===== config.mk =====
export PLATFORM = sky130hd
export DESIGN_NAME = tcb_lib_memory2reference_flat
export DESIGN_NICKNAME = d
export VERILOG_FILES = /design/src/rtl/tcb_pkg.sv /design/src/rtl/tcb_if.sv /design/src/rtl/tcb_lib_chunk_sel.sv /design/src/rtl/tcb_lib_memory2reference.sv /design/src/flat_wrapper.sv
export SDC_FILE = /design/constraint.sdc
export NUM_CORES = 1
export LEC_CHECK = 0
export CAP_MARGIN = 25
export CORE_ASPECT_RATIO = 0.8
export CORE_UTILIZATION = 35
export CTS_CLUSTER_SIZE = 30
export DETAILED_ROUTE_END_ITERATION = 16
export PLACE_DENSITY = 0.71
export SLEW_MARGIN = 5
export SYNTH_ARGS = -nofsm -noshare
export SYNTH_HDL_FRONTEND = slang
export SYNTH_HIERARCHICAL = 1
export SYNTH_SLANG_ARGS = --single-unit

===== constraint.sdc =====
create_clock -name clk -period 14.4 [get_ports clk]
set_input_delay 4.32 -clock clk [delete_from_list [all_inputs] [get_ports clk]]
set_output_delay 4.32 -clock clk [all_outputs]
set_load 0.005 [all_outputs]

===== src/rtl/tcb_pkg.sv =====
// Shared TCB types: interface modes, byte order, and the state type of the
// memory-to-reference converter.
package tcb_pkg;

  typedef enum logic {
    TCB_MEMORY    = 1'b0,
    TCB_REFERENCE = 1'b1
  } tcb_mode_t;

  typedef enum logic {
    TCB_DESCENDING = 1'b0,
    TCB_ASCENDING  = 1'b1
  } tcb_order_t;

  typedef enum logic {
    M2R_IDLE = 1'b0,
    M2R_BUSY = 1'b1
  } tcb_m2r_state_t;

  // Width of the log2 transfer size field for a given data width.
  function automatic int unsigned tcb_siz_w(input int unsigned dat);
    int unsigned w;
    w = $clog2($clog2(dat / 8) + 1);
    return (w < 1) ? 1 : w;
  endfunction

endpackage


===== src/rtl/tcb_if.sv =====
// TCB interface with flat request/response signals and PHY parameters.
interface tcb_if
  import tcb_pkg::*;
#(
  parameter tcb_mode_t   MOD = TCB_MEMORY,
  parameter tcb_order_t  ORD = TCB_DESCENDING,
  parameter int unsigned DLY = 0,
  parameter int unsigned DAT = 32,
  parameter int unsigned ADR = 32
);

  localparam int unsigned BEN = DAT / 8;
  localparam int unsigned SIZ = tcb_siz_w(DAT);

  logic           vld;
  logic           rdy;
  logic           req_cmd;
  logic           req_wen;
  logic           req_ndn;
  logic [ADR-1:0] req_adr;
  logic [SIZ-1:0] req_siz;
  logic [BEN-1:0] req_ben;
  logic [DAT-1:0] req_wdt;
  logic [DAT-1:0] rsp_rdt;
  logic           rsp_sts;

  modport man (
    output vld, req_cmd, req_wen, req_ndn, req_adr, req_siz, req_ben, req_wdt,
    input  rdy, rsp_rdt, rsp_sts
  );

  modport sub (
    input  vld, req_cmd, req_wen, req_ndn, req_adr, req_siz, req_ben, req_wdt,
    output rdy, rsp_rdt, rsp_sts
  );

endinterface


===== src/rtl/tcb_lib_chunk_sel.sv =====
// Picks the next chunk from a byte mask: b is the lowest enabled lane, k the
// log2 size of the largest naturally aligned, fully enabled block at b.
module tcb_lib_chunk_sel #(
  parameter  int unsigned BEN = 4,
  localparam int unsigned BW  = $clog2(BEN),
  localparam int unsigned SW  = $clog2(BW + 1)
) (
  input  logic [BEN-1:0] mask,
  output logic [BW-1:0]  b,
  output logic [SW-1:0]  k
);

  logic [BEN-1:0] w_shr;
  logic [BEN-1:0] w_ones;
  logic           w_found;

  // Lowest set bit, then grow the chunk while it stays aligned and fully set.
  // An empty mask yields b=0, k=0; callers gate on mask!=0.
  always_comb begin
    b       = '0;
    k       = '0;
    w_found = 1'b0;
    w_shr   = '0;
    w_ones  = '0;
    for (int i = 0; i < int'(BEN); i++) begin
      if (!w_found && mask[i]) begin
        b       = BW'(i);
        w_found = 1'b1;
      end
    end
    w_shr = mask >> b;
    for (int kk = 1; kk <= int'(BW); kk++) begin
      w_ones = BEN'((64'd1 << (1 << kk)) - 64'd1);
      if (((int'(b) % (1 << kk)) == 0) && ((w_shr & w_ones) == w_ones)) begin
        k = SW'(kk);
      end
    end
  end

endmodule


===== src/rtl/tcb_lib_memory2reference.sv =====
// Splits one byte-enable (memory mode) transfer into an ordered sequence of
// size-encoded (reference mode) transfers, one per aligned power-of-two chunk.
// Single-chunk transfers pass straight through without touching the FSM.
module tcb_lib_memory2reference
  import tcb_pkg::*;
#(
  parameter bit CHK = 1'b1
) (
  input logic clk,
  input logic rst_n,
  tcb_if.sub  sub,
  tcb_if.man  man
);

  localparam int unsigned DAT = sub.DAT;
  localparam int unsigned ADR = sub.ADR;
  localparam int unsigned BEN = DAT / 8;
  localparam int unsigned LBN = $clog2(BEN);
  localparam int unsigned SIZ = tcb_siz_w(DAT);

  generate
    if (CHK) begin : g_chk
      if (sub.MOD != TCB_MEMORY) begin : g_sub_mod
        $error("sub port must be in MEMORY mode");
      end
      if (man.MOD != TCB_REFERENCE) begin : g_man_mod
        $error("man port must be in REFERENCE mode");
      end
      if ((sub.DAT != man.DAT) || (sub.ADR != man.ADR)) begin : g_width
        $error("sub and man DAT/ADR widths differ");
      end
      if ((sub.DLY != 0) || (man.DLY != 0)) begin : g_dly
        $error("both ports must have DLY=0");
      end
      if (sub.ORD != TCB_DESCENDING) begin : g_ord
        $error("sub port must use DESCENDING byte order");
      end
    end
  endgenerate

  tcb_m2r_state_t r_state;
  logic [BEN-1:0] r_mask;
  logic [DAT-1:0] r_rdt;
  logic           r_sts;

  logic [BEN-1:0] w_mask;
  logic [BEN-1:0] w_chunk;
  logic [BEN-1:0] w_rem;
  logic [LBN-1:0] w_b;
  logic [SIZ-1:0] w_k;
  logic           w_act;
  logic           w_final;
  logic           w_hs;
  logic [DAT-1:0] w_wdt;
  logic [DAT-1:0] w_rdt_cur;
  int             w_lane;

  assign w_mask  = (r_state == M2R_IDLE) ? sub.req_ben : r_mask;
  assign w_act   = |w_mask;
  assign w_rem   = w_mask & ~w_chunk;
  assign w_final = ~|w_rem;
  assign w_hs    = man.vld & man.rdy;

  tcb_lib_chunk_sel #(
    .BEN (BEN)
  ) u_chunk_sel (
    .mask (w_mask),
    .b    (w_b),
    .k    (w_k)
  );

  // Lanes covered by the current chunk; empty when there is nothing to send.
  always_comb begin
    w_chunk = '0;
    for (int i = 0; i < int'(BEN); i++) begin
      if ((i >= int'(w_b)) && (i < int'(w_b) + (1 << w_k))) begin
        w_chunk[i] = w_act;
      end
    end
  end

  // Byte steering between sub lanes and LSB-aligned man lanes; the same
  // lane map serves write data out and read data back.
  always_comb begin
    w_wdt     = '0;
    w_rdt_cur = '0;
    w_lane    = 0;
    for (int j = 0; j < int'(BEN); j++) begin
      if (w_act && (j < (1 << w_k))) begin
        w_lane = sub.req_ndn ? (int'(w_b) + (1 << w_k) - 1 - j) : (int'(w_b) + j);
        w_wdt[8*j +: 8]          = sub.req_wdt[8*w_lane +: 8];
        w_rdt_cur[8*w_lane +: 8] = man.rsp_rdt[8*j +: 8];
      end
    end
  end

  assign man.vld     = sub.vld & w_act;
  assign man.req_cmd = sub.req_cmd;
  assign man.req_wen = sub.req_wen;
  assign man.req_ndn = sub.req_ndn;
  assign man.req_adr = {sub.req_adr[ADR-1:LBN], w_b};
  assign man.req_siz = w_k;
  assign man.req_ben = '1;
  assign man.req_wdt = w_wdt;

  // An empty mask completes on its own; otherwise only the last chunk
  // releases the sub request.
  assign sub.rdy     = w_act ? (w_final & man.rdy) : 1'b1;
  assign sub.rsp_rdt = r_rdt | w_rdt_cur;
  assign sub.rsp_sts = r_sts | (w_act & man.rsp_sts);

  // Sequencer: remembers the leftover mask and accumulates response data
  // across chunks; clears everything on the last chunk.
  always_ff @(posedge clk or negedge rst_n) begin
    if (!rst_n) begin
      r_state <= M2R_IDLE;
      r_mask  <= '0;
      r_rdt   <= '0;
      r_sts   <= 1'b0;
    end else begin
      case (r_state)
        M2R_IDLE: begin
          if (w_hs && !w_final) begin
            r_state <= M2R_BUSY;
            r_mask  <= w_rem;
            r_rdt   <= w_rdt_cur;
            r_sts   <= man.rsp_sts;
          end
        end
        M2R_BUSY: begin
          if (w_hs) begin
            if (w_final) begin
              r_state <= M2R_IDLE;
              r_mask  <= '0;
              r_rdt   <= '0;
              r_sts   <= 1'b0;
            end else begin
              r_mask  <= w_rem;
              r_rdt   <= r_rdt | w_rdt_cur;
              r_sts   <= r_sts | man.rsp_sts;
            end
          end
        end
        default: begin
          r_state <= M2R_IDLE;
        end
      endcase
    end
  end

endmodule


===== src/flat_wrapper.sv =====
// flat-port wrapper written by rule: the top's interface ports become plain ports
module tcb_lib_memory2reference_flat import tcb_pkg::*;
#(
  parameter bit CHK = 1'b1
)
  (clk, rst_n, sub_vld, sub_req_cmd, sub_req_wen, sub_req_ndn, sub_req_adr, sub_req_siz, sub_req_ben, sub_req_wdt, sub_rdy, sub_rsp_rdt, sub_rsp_sts, man_vld, man_req_cmd, man_req_wen, man_req_ndn, man_req_adr, man_req_siz, man_req_ben, man_req_wdt, man_rdy, man_rsp_rdt, man_rsp_sts);
  tcb_if #(.MOD(TCB_MEMORY), .ORD(TCB_DESCENDING), .DLY(0), .DAT(32), .ADR(32)) sub_i ();
  tcb_if #(.MOD(TCB_REFERENCE), .ORD(TCB_DESCENDING), .DLY(0), .DAT(32), .ADR(32)) man_i ();
  input logic clk;
  input logic rst_n;
  input wire logic [$bits(sub_i.vld)-1:0] sub_vld;
  input wire logic [$bits(sub_i.req_cmd)-1:0] sub_req_cmd;
  input wire logic [$bits(sub_i.req_wen)-1:0] sub_req_wen;
  input wire logic [$bits(sub_i.req_ndn)-1:0] sub_req_ndn;
  input wire logic [$bits(sub_i.req_adr)-1:0] sub_req_adr;
  input wire logic [$bits(sub_i.req_siz)-1:0] sub_req_siz;
  input wire logic [$bits(sub_i.req_ben)-1:0] sub_req_ben;
  input wire logic [$bits(sub_i.req_wdt)-1:0] sub_req_wdt;
  output wire logic [$bits(sub_i.rdy)-1:0] sub_rdy;
  output wire logic [$bits(sub_i.rsp_rdt)-1:0] sub_rsp_rdt;
  output wire logic [$bits(sub_i.rsp_sts)-1:0] sub_rsp_sts;
  output wire logic [$bits(man_i.vld)-1:0] man_vld;
  output wire logic [$bits(man_i.req_cmd)-1:0] man_req_cmd;
  output wire logic [$bits(man_i.req_wen)-1:0] man_req_wen;
  output wire logic [$bits(man_i.req_ndn)-1:0] man_req_ndn;
  output wire logic [$bits(man_i.req_adr)-1:0] man_req_adr;
  output wire logic [$bits(man_i.req_siz)-1:0] man_req_siz;
  output wire logic [$bits(man_i.req_ben)-1:0] man_req_ben;
  output wire logic [$bits(man_i.req_wdt)-1:0] man_req_wdt;
  input wire logic [$bits(man_i.rdy)-1:0] man_rdy;
  input wire logic [$bits(man_i.rsp_rdt)-1:0] man_rsp_rdt;
  input wire logic [$bits(man_i.rsp_sts)-1:0] man_rsp_sts;
  assign sub_i.vld = sub_vld;
  assign sub_i.req_cmd = sub_req_cmd;
  assign sub_i.req_wen = sub_req_wen;
  assign sub_i.req_ndn = sub_req_ndn;
  assign sub_i.req_adr = sub_req_adr;
  assign sub_i.req_siz = sub_req_siz;
  assign sub_i.req_ben = sub_req_ben;
  assign sub_i.req_wdt = sub_req_wdt;
  assign sub_rdy = sub_i.rdy;
  assign sub_rsp_rdt = sub_i.rsp_rdt;
  assign sub_rsp_sts = sub_i.rsp_sts;
  assign man_vld = man_i.vld;
  assign man_req_cmd = man_i.req_cmd;
  assign man_req_wen = man_i.req_wen;
  assign man_req_ndn = man_i.req_ndn;
  assign man_req_adr = man_i.req_adr;
  assign man_req_siz = man_i.req_siz;
  assign man_req_ben = man_i.req_ben;
  assign man_req_wdt = man_i.req_wdt;
  assign man_i.rdy = man_rdy;
  assign man_i.rsp_rdt = man_rsp_rdt;
  assign man_i.rsp_sts = man_rsp_sts;
  tcb_lib_memory2reference #(.CHK(CHK)) u_core (.clk(clk), .rst_n(rst_n), .sub(sub_i), .man(man_i));
endmodule

==> summary.md <==
| Metric | Value |
|---|---|
| Netlist cell types | `95` |
| DR vias/cell | `6.11` |
| Min-Delay Path Class | `reg2reg` |
| Status | `finished clean` |
| Synth Flop Type | `dfrtp_1` |
| Synth-to-Final Area Change | `43.6%` |
| Setup Total Neg Slack | `0 ns` |
| Setup Skew | `0.00606 ns` |
| GRT overflow | `0` |
| RD Place Congestion | `0.957` |
| Die X | `163 microns` |
| Max Cap Viol | `0` |
| Hpwl dp | `21,100 microns` |
| ANT cells | `0` |
| H-tree Lvls | `2` |
| Area leader, netlist | `dfrtp_1` |
| Avg Cell Area, Syn | `7.41 sq um` |
| Seq cells post-synth | `38` |
| Post-synthesis sequential area ratio | `13.1%` |
| Largest net degree at the start of global routing | `39` |
| Actual slew at the worst max-slew pin | `0.786 ns` |
| Clk_lat worst skew | `0.30 ns` |
| CTS Buffer Depth | `2` |
| Antenna violations before repair | `0` |
| FMAX | `70.8 MHz` |
| Initial drt markers | `1,073` |
| IO Port Bufs | `145` |
| GRT Util Overall | `25.8%` |
| I/O Pins | `218` |
| Maximum fanout along the worst path | `5` |
| Worst EP arrival | `9.81 ns` |
| Clk pin slew, worst setup/hold paths | `0.06 ns` |
| RSZ-0062 raised after global routing | `false` |
| Post-synth EDFFs | `0` |
| Chip height | `131 microns` |
| Final WL | `28,700 microns` |
| Vias after detailed routing | `8,886` |
| Final Hold Fails | `0` |
| Setup CP Type | `in2out` |
| Synth area leaders | `dfrtp_1 (13%), nand2_1 (6.2%), mux2i_1 (5.4%)` |
| CTS Sinks | `38` |
| DR pass1 iterations | `6` |
| Final min period | `14.13 ns` |
| Worst setup SP type | `input port` |
| WL per Instance | `19.7 microns` |
| Num CTS Buffers | `5` |
| Share of layout cells above drive strength 1 | `27.0%` |
| Die area | `21,300 sq um` |
| First-pass GRT wire length | `43,800 microns` |
| Number of global-route vias before repair | `8,143` |
| Cells after Synth | `977` |
| Final setup fails | `0` |
| CP endpoint kind | `primary output` |
| Core area | `20,000 sq um` |
| Row count | `46` |
| Root buffer cell | `clkbuf_16` |
| Synth async-reset ratio | `100%` |
| Final Max Slew Viols | `0` |
| Final period util | `98.1%` |
| CTS tree | `done` |
| Antenna-violating nets left | `0` |
| Drt drc | `0` |
| WP data required | `10.08 ns` |
| Synth Warn # | `6` |
| Mapped cell area | `7240 sq um` |
| Rel. slew slack | `47.6%` |
| Starting Density | `36.2%` |
| Area share of the largest cell type after synthesis | `13.1%` |
| Fin nets | `1,320` |
final timing paths:
kind | startpoint | cells after the start | end | slack (ns)
hold / removal | u_core/r_mask[1] | 2 | u_core/r_mask[1] | 0.49
hold reg to reg | u_core/r_mask[1] | 2 | u_core/r_mask[1] | 0.49
min in group asynchronous | rst_n | 1 | u_core/r_rdt[3] | 3.89
max in group asynchronous | rst_n | 2 | u_core/r_rdt[30] | 10.04
setup / recovery | sub_req_ben[1] | 28 | sub_rsp_rdt[8] | 0.27
setup reg to reg | flip-flop | 27 | u_core/r_rdt[26] | 8.50
per-layer routing:
metal / GRT usage (%) / wire, microns
met1: 38.4 / 12700
met2: 38.4 / 12600
met3: 5.15 / 3070
met4: 4.89 / 303
met5: 0 / 0
logic make-up after synthesis:
family / share of synthesized area, %
muxes: 13.2
other: 0.0518
AOI/OAI and AO/OA: 30.3
adders and majority gates: 3.73
DFF: 13.1
buffers and inverters: 10.7
and+or+nand+nor: 27.8
xor gates and xnor gates: 1.19
flip-flops by register name, indices dropped and copies added (netlist names), named ones only:
| signal | flops |
|---|---|
| u_core/r_rdt | 32 |
| u_core/r_mask | 4 |
| u_core/r_sts | 1 |
cell usage in the layout, fill, tap and decap left out, types with 6 or more instances in the layout:
master and instances:
and3_1 35, a32o_1 11, nand2_1 116, a21oi_1 35, a211o_1 6, a22oi_1 14
mux2_2 11, nor3_1 17, o211ai_1 6, or3_1 6, nand2b_1 18, nor2b_1 12
ha_1 14, o21ai_1 13, a31oi_1 26, buf_6 6, o31ai_1 17, clkdlybuf4s50_1 124
o21ai_0 39, mux2i_1 34, inv_1 32, buf_12 6, buf_4 160, nand3_1 35
mux4_2 16, a21o_1 12, and2_1 19, a32oi_1 20, dlymetal6s2s_1 17, dfrtp_1 38
nor2_1 37, a31o_2 15, o22ai_1 7, nor4_1 16, nand4_1 7
layout make-up:
class,instances,area (sq um)
fillers,1877,9630
well taps,264,330
multi-input cells,790,5960
repair buffers,317,2870
inverters,37,139
clock buffers,6,139
clock inverters,2,12.5
flip-flops and latches,38,951
metrics by stage:
step / cells / hold WS, ns / setup slack, ns / util [%] / cell area, sq um
after floorplan: 981 / 0.448 / 0.00288 / - / 7260
final: 1454 / 0.487 / 0.275 / 51.9 / 10400
after global routing: 1454 / 0.547 / 0.00672 / 51.9 / 10400
after global placement: 1417 / 0.479 / -0.245 / 47.7 / 9550
after detailed placement: 1418 / 0.475 / -0.340 / 47.7 / 9560
after CTS: 1430 / 0.488 / 0.00562 / 49.2 / 9850
Yosys cell counts, types with 4 or more instances:
cell	number
o21a_1	5
a22o_1	7
nor2b_1	13
buf_4	42
nor2_1	41
dfrtp_1	38
and2_1	21
or3_1	7
nor3b_1	5
a21o_1	13
clkbuf_1	42
mux2_1	4
o21ai_0	50
ha_1	20
a32o_1	11
mux2i_1	39
nand2b_1	20
nand3_1	37
nor3_1	17
buf_1	9
a21boi_0	5
o31ai_1	20
nand2_1	120
o21ai_1	6
o221a_2	7
a211o_1	6
inv_1	33
o22a_1	5
a21oi_1	39
nand4_1	7
mux4_2	16
or2_1	5
nor4_1	19
xnor2_1	5
a22oi_1	16
a31oi_1	27
o22ai_1	7
and3_1	35
a32oi_1	20
a31o_2	15
a211oi_1	6
mux2_2	12
buf_2	21
o211ai_1	6
timing repair:
| item | CTS | global route |
|---|---|---|
| setup endpoints to repair | 32 | 32 |
| hold buffers | 0 | 0 |
| endpoints found under the hold margin | 0 | 0 |
| resized for setup | 30 | 96 |
| pin swaps | 7 | 31 |
| setup buffers | 4 | 24 |
worst max-delay path: stages:
cell	delay, ns
dlymetal6s2s_1	0.12
mux2i_1	0.17
inv_1	0.08
or2_1	0.25
mux2i_2	0.17
nor2_1	0.09
ha_2	0.20
inv_2	0.05
fa_1	0.45
ha_2	0.23
xnor2_2	0.15
xnor2_2	0.22
inv_2	0.11
ha_4	0.19
buf_4	0.14
mux2i_4	0.15
a21boi_2	0.22
o21ai_2	0.10
a21o_1	0.20
a221o_1	0.34
or2_4	0.28
nor3_4	0.25
buf_4	0.18
a32oi_1	0.13
mux2i_1	0.16
nor2b_1	0.16
a211o_1	0.15
clkdlybuf4s50_1	0.52
Power is not shown: default switching activity piles up to over one toggle a cycle in this logic, so the estimate is an artifact.
